--- config.mk ---
export PLATFORM = sky130hd
export DESIGN_NAME = multi_channel_clock_gate
export DESIGN_NICKNAME = d
export VERILOG_FILES = /design/src/rtl/multi_channel_clock_gate.sv
export SDC_FILE = /design/constraint.sdc
export NUM_CORES = 1
export LEC_CHECK = 0
export CAP_MARGIN = 20
export CORE_AREA = 2 2 59 117
export DETAILED_ROUTE_END_ITERATION = 7
export DIE_AREA = 0 0 61 119
export PLACE_DENSITY = 0.85
export SLEW_MARGIN = 20
export SYNTH_ARGS = -nofsm -noshare
export SYNTH_HDL_FRONTEND = slang
export SYNTH_SLANG_ARGS = --single-unit
--- constraint.sdc ---
create_clock -name clk_in_i -period 7.6 [get_ports clk_in_i]
set_clock_uncertainty 0.2 [all_clocks]
set_input_delay 1.52 -clock clk_in_i [delete_from_list [all_inputs] [get_ports clk_in_i]]
set_output_delay 1.52 -clock clk_in_i [all_outputs]
set_load 0.03 [all_outputs]
--- src/rtl/multi_channel_clock_gate.sv ---
`default_nettype none
// ============================================================================
//  Module   : multi_channel_clock_gate
//  Brief    : NUM_CH independent glitch-free divided/gated clocks derived from
//             clk_in_i. Ratio changes and stops only take effect on period
//             boundaries. Per-channel sticky configuration error flags.
//             Optional macro CLKGATE_SYNC_EN: 2-flop synchronizers on
//             ch_en_i and err_clr_i (start/stop latency +2 edges).
//  Revision : 1.0 - initial release
// ============================================================================
module multi_channel_clock_gate #(
    parameter int NUM_CH  = 4,
    parameter int MAX_DIV = 8,
    parameter int RW      = $clog2(MAX_DIV + 1)
) (
    input  logic                 clk_in_i,
    input  logic                 rst_n_i,
    input  logic [NUM_CH-1:0]    ch_en_i,
    input  logic [NUM_CH*RW-1:0] ch_ratio_i,
    input  logic [NUM_CH-1:0]    err_clr_i,
    output logic [NUM_CH-1:0]    gated_clk_o,
    output logic [NUM_CH-1:0]    ch_pulse_o,
    output logic [NUM_CH-1:0]    ch_active_o,
    output logic [NUM_CH-1:0]    cfg_err_o
);

    localparam logic [RW-1:0] C_MAX_DIV = RW'(MAX_DIV);
    localparam logic [RW-1:0] C_ONE     = RW'(1);
    localparam logic [RW:0]   C_ONE_W   = (RW+1)'(1);

    typedef enum logic [1:0] {
        S_IDLE  = 2'd0,
        S_RUN   = 2'd1,
        S_DRAIN = 2'd2
    } state_t;

    logic [NUM_CH-1:0] en_use;
    logic [NUM_CH-1:0] clr_use;

`ifdef CLKGATE_SYNC_EN
    logic [NUM_CH-1:0] en_s1_q, en_s2_q, clr_s1_q, clr_s2_q;

    // Two-flop synchronizers for asynchronous enable / clear sources
    always_ff @(posedge clk_in_i or negedge rst_n_i) begin
        if (!rst_n_i) begin
            en_s1_q  <= '0;
            en_s2_q  <= '0;
            clr_s1_q <= '0;
            clr_s2_q <= '0;
        end else begin
            en_s1_q  <= ch_en_i;
            en_s2_q  <= en_s1_q;
            clr_s1_q <= err_clr_i;
            clr_s2_q <= clr_s1_q;
        end
    end

    assign en_use  = en_s2_q;
    assign clr_use = clr_s2_q;
`else
    assign en_use  = ch_en_i;
    assign clr_use = err_clr_i;
`endif

    for (genvar i = 0; i < NUM_CH; i++) begin : g_ch
        state_t        state_q, state_d;
        logic [RW-1:0] cnt_q, cnt_d;
        logic [RW-1:0] ratio_q, ratio_d;
        logic          gclk_q, gclk_d;
        logic          pulse_q, pulse_d;
        logic          act_q, act_d;
        logic          err_q, err_d;
        logic [RW-1:0] r_in;
        logic [RW-1:0] cnt_inc;
        logic [RW:0]   half;
        logic          legal;
        logic          wrap;
        logic          err_set;

        assign r_in    = ch_ratio_i[i*RW +: RW];
        assign legal   = (r_in != '0) && (r_in <= C_MAX_DIV);
        assign wrap    = (cnt_q == (ratio_q - C_ONE));
        assign cnt_inc = cnt_q + C_ONE;
        // High phase length ceil(ratio/2); one extra bit avoids overflow at max ratio
        assign half    = ({1'b0, ratio_q} + C_ONE_W) >> 1;

        // Per-channel state, counter and registered outputs
        always_ff @(posedge clk_in_i or negedge rst_n_i) begin
            if (!rst_n_i) begin
                state_q <= S_IDLE;
                cnt_q   <= '0;
                ratio_q <= '0;
                gclk_q  <= 1'b0;
                pulse_q <= 1'b0;
                act_q   <= 1'b0;
                err_q   <= 1'b0;
            end else begin
                state_q <= state_d;
                cnt_q   <= cnt_d;
                ratio_q <= ratio_d;
                gclk_q  <= gclk_d;
                pulse_q <= pulse_d;
                act_q   <= act_d;
                err_q   <= err_d;
            end
        end

        // Next-state: starts and stops only at period boundaries
        always_comb begin
            state_d = state_q;
            cnt_d   = cnt_q;
            ratio_d = ratio_q;
            gclk_d  = gclk_q;
            pulse_d = 1'b0;
            act_d   = act_q;
            err_set = 1'b0;
            case (state_q)
                S_IDLE: begin
                    cnt_d  = '0;
                    gclk_d = 1'b0;
                    act_d  = 1'b0;
                    if (en_use[i]) begin
                        if (legal) begin
                            state_d = S_RUN;
                            ratio_d = r_in;
                            gclk_d  = 1'b1;
                            pulse_d = 1'b1;
                            act_d   = 1'b1;
                        end else begin
                            err_set = 1'b1;
                        end
                    end
                end
                S_RUN, S_DRAIN: begin
                    if (wrap) begin
                        // Period boundary: re-latch ratio, decide continue/stop
                        cnt_d   = '0;
                        ratio_d = r_in;
                        if (en_use[i] && legal) begin
                            state_d = S_RUN;
                            gclk_d  = 1'b1;
                            pulse_d = 1'b1;
                            act_d   = 1'b1;
                        end else begin
                            state_d = S_IDLE;
                            gclk_d  = 1'b0;
                            act_d   = 1'b0;
                            err_set = en_use[i];
                        end
                    end else begin
                        cnt_d   = cnt_inc;
                        gclk_d  = ({1'b0, cnt_inc} < half);
                        act_d   = 1'b1;
                        state_d = en_use[i] ? S_RUN : S_DRAIN;
                    end
                end
                default: begin
                    state_d = S_IDLE;
                    cnt_d   = '0;
                    gclk_d  = 1'b0;
                    act_d   = 1'b0;
                end
            endcase
            // Setting an error wins over a simultaneous clear
            err_d = err_set | (err_q & ~clr_use[i]);
        end

        assign gated_clk_o[i] = gclk_q;
        assign ch_pulse_o[i]  = pulse_q;
        assign ch_active_o[i] = act_q;
        assign cfg_err_o[i]   = err_q;
    end

endmodule
`default_nettype wire
==> results of run 1 <==
-- power by group through the flow --
stage               combinational, W  sequential (W)  clock [W]
floorplan                   0.000803        0.000501          0
global placement            0.000920        0.000535          0
detailed placement          0.000965        0.000549          0
CTS                         0.000976        0.000544   0.000242
global route                 0.00108        0.000563   0.000256
finish                      0.000973        0.000544   0.000239
-- synth_stat cells (2+ instances only) --
cell      instances
and2_1            3
mux2_1            4
o41ai_1           2
clkbuf_1          5
nand2b_1          4
ha_1             32
nand2_1          11
nand3_1          19
nor2_1           14
o21ai_0          11
o211ai_1          5
a31o_2            2
nor3_1           10
xnor2_1          30
inv_1            27
and3_1            5
a21boi_0          4
dfrtp_1          56
mux2_2           10
nor2b_1           7
buf_4            16
a211o_1           2
o31ai_1           2
a21oi_1           4
o22ai_1           8
or2_2             2
or3_1             3
xor2_1           14
-- worst reg2reg max path: cells and delay by family (launching register included) --
kind / cells / cell delay (ps)
compound gates: 1 / 810
xor+xnor: 1 / 170
fa+ha+maj: 1 / 340
buf+inv: 1 / 80
flops: 1 / 430
mux: 1 / 350
simple gates: 1 / 300
-- state kept, by name, indices dropped and copies added (netlist names) --
| name | cells |
|---|---|
| g_ch.err_q | 4 |
| g_ch.state_q | 8 |
| g_ch.pulse_q | 4 |
| g_ch.cnt_q | 16 |
| g_ch.ratio_q | 16 |
| g_ch.act_q | 4 |
| g_ch.gclk_q | 4 |
-- metal layers --
layer / vias to the layer above / wire length (um) / global-route usage / part of all wire
met4: 0 / 138 / 0.08288 / 0.021
met3: 11 / 274 / 0.03692 / 0.041
li1: 1192 / - / - / -
met2: 84 / 3485 / 0.3293 / 0.52
met1: 1232 / 2787 / 0.2624 / 0.42
met5: - / 0 / 0 / 0
-- through the flow --
step           std cells  hold slack (ps)  worst slack (ps)
2_1_floorplan        333            281.3              4536
3_3_place_gp         440            314.4              3999
3_5_place_dp         440            325.7              3928
4_1_cts              448            338.1              4199
5_1_grt              448            354.9              4036
6_report             448            342.7              4189
-- kinds of logic (layout without fill, tap and decap cells) --
| kind of cell | Yosys count | in the layout | synth area share |
|---|---|---|---|
| AND/OR/NAND/NOR | 82 | 82 | 0.1220 |
| flip-flops | 56 | 56 | 0.4079 |
| AO/OA/AOI/OAI | 53 | 53 | 0.1133 |
| buffers and inverters | 50 | 77 | 0.07247 |
| XOR/XNOR | 45 | 45 | 0.1191 |
| adder cells (fa/ha/maj) | 32 | 32 | 0.1165 |
| multiplexers | 15 | 15 | 0.04880 |
-- final timing paths --
path,start,end,slack (ps),depth (start not counted)
worst max register to register,g_ch[3].ratio_q[0]$_DFFE_PN0P_,g_ch[3].ratio_q[3]$_DFFE_PN0P_,4800,6
max in group asynchronous,rst_n_i,g_ch[2].ratio_q[2]$_DFFE_PN0P_,5590,2
worst min-delay path,g_ch[1].cnt_q[0]$_DFF_PN0_,g_ch[1].cnt_q[0]$_DFF_PN0_,340,1
worst max-delay path,ch_ratio_i[4],g_ch[1].ratio_q[0]$_DFFE_PN0P_,4190,6
min in group asynchronous,rst_n_i,g_ch[0].ratio_q[3]$_DFFE_PN0P_,1140,2
worst min register to register,g_ch[1].cnt_q[0]$_DFF_PN0_,g_ch[1].cnt_q[0]$_DFF_PN0_,340,1
-- cell type report --
type                       count  area, sq um  area share
sequential                    56         1401      0.3534
inverter                      27        101.3     0.02556
tap                           88        110.1     0.02777
multi-input combinational    227         1785      0.4503
timing repair buffer          42        412.9      0.1041
clock buffer                   6        138.9     0.03503
clock inverter                 2        15.01    0.003787
==> results.toml, run 1 <==
[pwr]
power.density_nw_per_um2 = 442.7
netSwitchingFraction = 0.4233
p_leak_nw = 1.783
finalPower_w = 0.001756
seqPwrFrac = 0.310
ir_drop_uv = 252.3
pwr-share-comb = 0.554
clkPwrFrac = 0.136
internal_power_w = 0.001012
p_sw_w = 0.0007430

[die]
dieArea_sq_um = 7259
die_w_um = 61
floorplan.initialDensity = 0.5316
coreArea_sq_um = 6464
dieHeight_um = 119
io_pins = 42
rows = 42

[setup_path]
critPathMaxStageDelay_ps = 430
crit_fanout = 4
cpLargestDelayFamily = "compound AO/OA/AOI/OAI gates"
worstSetupPathType = "input port to flip-flop"
path_cells = "clkdlybuf4s50_1 > nor3_1 > xor2_1 > a2bb2oi_1 > a21oi_1 > mux2_2"
critPathBufInv = 1
cp-end-kind = "flip-flop"
crit_arrival_ps = 3390
crit_path_start_kind = "input port"
crit_path_top_delay_cell = "clkdlybuf4s50_1"
cp.required_ps = 7580

[final_layout]
fin_util = 0.6134
nNetsFinal = 417
layout_commonest_cell = "dfrtp_1"
antennaDiodeCount = 0
mostFrequentLayoutCells = "dfrtp_1 (56), clkdlybuf4s50_1 (40), ha_1 (32), xnor2_1 (30), inv_1 (27)"
nFillCells = 520
drive_above_1_share = 0.07500
syn_to_final_growth_pct = 15.40
finish.instance_area_sq_um = 3965

[timing]
period_needed_ps = 3411
max_freq_mhz = 293.2
rsz0062_at_grt = "false"
setup_tns_ps = 0
worst_slew_pin_slew_ps = 858.0
setup_viol = 0
slew_viol_final = 0
finalHoldViolations = 0
max_slew_margin = 0.4218
finalCritPeriodShare = 0.4488

[grt]
overflow = 0
antenna_found_initial = 0
grt_pass1_vias = 2502
grt_pass1_wl_um = 11360
grt_max_degree = 57
track_usage = 0.2043

[routing]
first_iter_violations = 145
wl_per_cell_um = 14.92
drcViolationCount = 0
vias_per_cell = 5.623
first_pass_iters = 4
ant_nets = 0
vias = 2519
drt_wl_total_um = 6686

[clock_tree]
hold_buffers = 0
clock_tree.root_cell = "clkbuf_16"
htreeDepth = 2
cts_tree = "built"
clock_sinks = 56
cts_resized = 0
clk_pin_slew_ps = 70
cts_setup_buffers = 0
insertion_delay_ps = 300
clk_path_buf_depth = 2
numCtsBuffers = 5

[yosys]
synth-seq-cells = 56
synth_edf_count = 0
syn_inst = 333
ys.flop_type = "dfrtp_1"
syn_nets = 391
synth_top_cell_area_share = 0.4079
yosysWarningCount = 0
synth_area_leaders = "dfrtp_1 (41%), ha_1 (12%), xnor2_1 (7.6%), xor2_1 (3.6%), buf_4 (3.5%)"
syn_area_per_cell_sq_um = 10.32
synth_area_sq_um = 3436
synth_top_area_cell = "dfrtp_1"
synthArstFlopShare = 1.000
yosysUniqueCellTypes = 49
ys_seq_area_frac = 0.4079

[placed_design]
gp_congestion = 0.9354
placed_area_sq_um = 3811
io_buffers = 41
detailed_place_hpwl_um = 4947

[worst_hold_path]
hold_class = "flip-flop to flip-flop"

[job]
drv_cap = 0

[status]
status = "finished clean"
(Power assumes the default switching activity.)
==> inputs of run 2 (changes only) <==
--- a/config.mk
+++ b/config.mk
@@ -6,10 +6,10 @@
 export NUM_CORES = 1
 export LEC_CHECK = 0
 export CAP_MARGIN = 20
-export CORE_AREA = 2 2 59 117
+export CORE_AREA = 2 2 62 122
 export DETAILED_ROUTE_END_ITERATION = 7
-export DIE_AREA = 0 0 61 119
-export PLACE_DENSITY = 0.85
+export DIE_AREA = 0 0 64 124
+export PLACE_DENSITY = 0.81
 export SLEW_MARGIN = 20
 export SYNTH_ARGS = -nofsm -noshare
 export SYNTH_HDL_FRONTEND = slang
==> constraint.sdc (replaced) <==
create_clock -name clk_in_i -period 3 [get_ports clk_in_i]
set_clock_uncertainty 0.2 [all_clocks]
set_input_delay 0.6 -clock clk_in_i [delete_from_list [all_inputs] [get_ports clk_in_i]]
set_output_delay 0.6 -clock clk_in_i [all_outputs]
set_load 0.03 [all_outputs]
==> results.toml, run 2 (same netlist as run 1, synthesis figures left out) <==
[status]
status = "finished clean"

[setup_path]
rr_startpoint = "g_ch[2].ratio_q[0]$_DFFE_PN0P_"
r2r_cells = 7
worstSetupPathType = "flip-flop to flip-flop"
crit_fanout = 6
rrSetupSlack_ps = 320
cp-end-kind = "flip-flop"
crit_arrival_ps = 2660
cp.required_ps = 2980
timing.rr.end = "g_ch[2].ratio_q[0]$_DFFE_PN0P_"
crit_path_start_kind = "flip-flop"

[routing]
drcViolationCount = 0
drt_wl_total_um = 6742
first_iter_violations = 177
vias_per_cell = 5.465
first_pass_iters = 4
wl_per_cell_um = 14.85
vias = 2481
ant_nets = 0

[timing]
max_slew_margin = 0.5340
period_needed_ps = 2682
worst_slew_pin_slew_ps = 699.0
setup_tns_ps = 0
slew_viol_final = 0
max_freq_mhz = 372.9
finalHoldViolations = 0
finalCritPeriodShare = 0.8940
rsz0062_at_grt = "false"
setup_viol = 0

[final_layout]
nNetsFinal = 422
antennaDiodeCount = 0
multiInputGateArea_sq_um = 1785
mostFrequentLayoutCells = "dfrtp_1 (56), clkdlybuf4s50_1 (40), ha_1 (32), xnor2_1 (30), inv_1 (27)"
layout_commonest_cell = "dfrtp_1"
largestRegisters = "g_ch.cnt_q: 16 flops, g_ch.ratio_q: 16 flops, g_ch.state_q: 8 flops"
nFillCells = 577
finish.instance_area_sq_um = 3985
seq_area_sq_um = 1401
drive_above_1_share = 0.08242
syn_to_final_growth_pct = 15.99

[placed_design]
placed_area_sq_um = 3851
detailed_place_hpwl_um = 5138
io_buffers = 41
gp_congestion = 0.8890

[pwr]
netSwitchingFraction = 0.4212
p_sw_w = 0.001875
finalPower_w = 0.004452
clkPwrFrac = 0.127
pwr-share-comb = 0.567
power.density_nw_per_um2 = 1117
seqPwrFrac = 0.306
ir_drop_uv = 507.6
p_leak_nw = 1.804
internal_power_w = 0.002577

[job]
drv_cap = 0

[clock_tree]
clk_path_buf_depth = 2
clock_sinks = 56
numCtsBuffers = 5
cts_setup_buffers = 0
htreeDepth = 2
insertion_delay_ps = 290
cts_resized = 0
cts_tree = "built"
clk_pin_slew_ps = 70
clock_tree.root_cell = "clkbuf_16"
hold_buffers = 0

[grt]
grt_pass1_vias = 2679
track_usage = 0.1899
grt_max_degree = 57
grt_pass1_wl_um = 11690
antenna_found_initial = 0
overflow = 0

[die]
floorplan.initialDensity = 0.4950
dieArea_sq_um = 7936
die_w_um = 64
rows = 43
io_pins = 42
coreArea_sq_um = 6940
dieHeight_um = 124

[worst_hold_path]
hold_class = "input port to async pin"
run 2: worst max path at each step:
stage / startpoint / to / slack, ps / cells after the start
2_1_floorplan: g_ch[2].ratio_q[0]$_DFFE_PN0P_ / g_ch[2].ratio_q[0]$_DFFE_PN0P_ / 440 / 7
3_3_place_gp: ch_ratio_i[5] / g_ch[1].ratio_q[3]$_DFFE_PN0P_ / 340 / 6
3_5_place_dp: ch_ratio_i[5] / g_ch[1].ratio_q[0]$_DFFE_PN0P_ / 290 / 6
4_1_cts: g_ch[2].ratio_q[0]$_DFFE_PN0P_ / g_ch[2].ratio_q[0]$_DFFE_PN0P_ / 320 / 7
5_1_grt: g_ch[2].ratio_q[0]$_DFFE_PN0P_ / g_ch[2].ratio_q[0]$_DFFE_PN0P_ / 250 / 7
6_report: g_ch[2].ratio_q[0]$_DFFE_PN0P_ / g_ch[2].ratio_q[0]$_DFFE_PN0P_ / 320 / 7
run 2: worst max-delay path, cell delays in order, from the launching register on:
cell	delay, ps
dfrtp_1	450
inv_1	70
ha_1	230
xnor2_1	260
xnor2_1	100
or4_1	440
a221o_1	460
mux2_1	350
run 2: per-stage QoR:
| stage | hold slack, ps | setup slack (ps) | util | cells |
|---|---|---|---|---|
| 2_1_floorplan | 104.4 | 443.4 | - | 333 |
| 3_3_place_gp | 310.5 | 338.4 | 0.5549 | 447 |
| 3_5_place_dp | 323.2 | 291.2 | 0.5549 | 447 |
| 4_1_cts | 266.5 | 322.9 | 0.5742 | 454 |
| 5_1_grt | 317.6 | 250.1 | 0.5742 | 454 |
| 6_report | 226.6 | 318.0 | 0.5742 | 454 |
run 2: final cells by class:
| cell class | instances | area share |
|---|---|---|
| Clock inverter | 1 | 0.001256 |
| Tap cell | 90 | 0.02826 |
| Timing Repair Buffer | 47 | 0.1130 |
| Sequential cell | 56 | 0.3516 |
| Multi-Input combinational cell | 227 | 0.4480 |
| Clock buffer | 6 | 0.03234 |
| Inverter | 27 | 0.02543 |
run 2: power by group through the flow:
stage / logic (W) / registers, W / clock network (W)
6_report: 0.00252 / 0.00136 / 0.000565
2_1_floorplan: 0.00204 / 0.00127 / 0
3_5_place_dp: 0.00252 / 0.00138 / 0
4_1_cts: 0.00255 / 0.00136 / 0.000583
5_1_grt: 0.00282 / 0.00141 / 0.000616
3_3_place_gp: 0.00243 / 0.00136 / 0
run 2: metal layers:
metal	global-route usage	wire, um	vias up
li1	-	-	1200
met1	0.1871	2418	1209
met2	0.3581	3854	52
met3	0.03613	227	20
met4	0.1141	242	0
met5	0	0	-
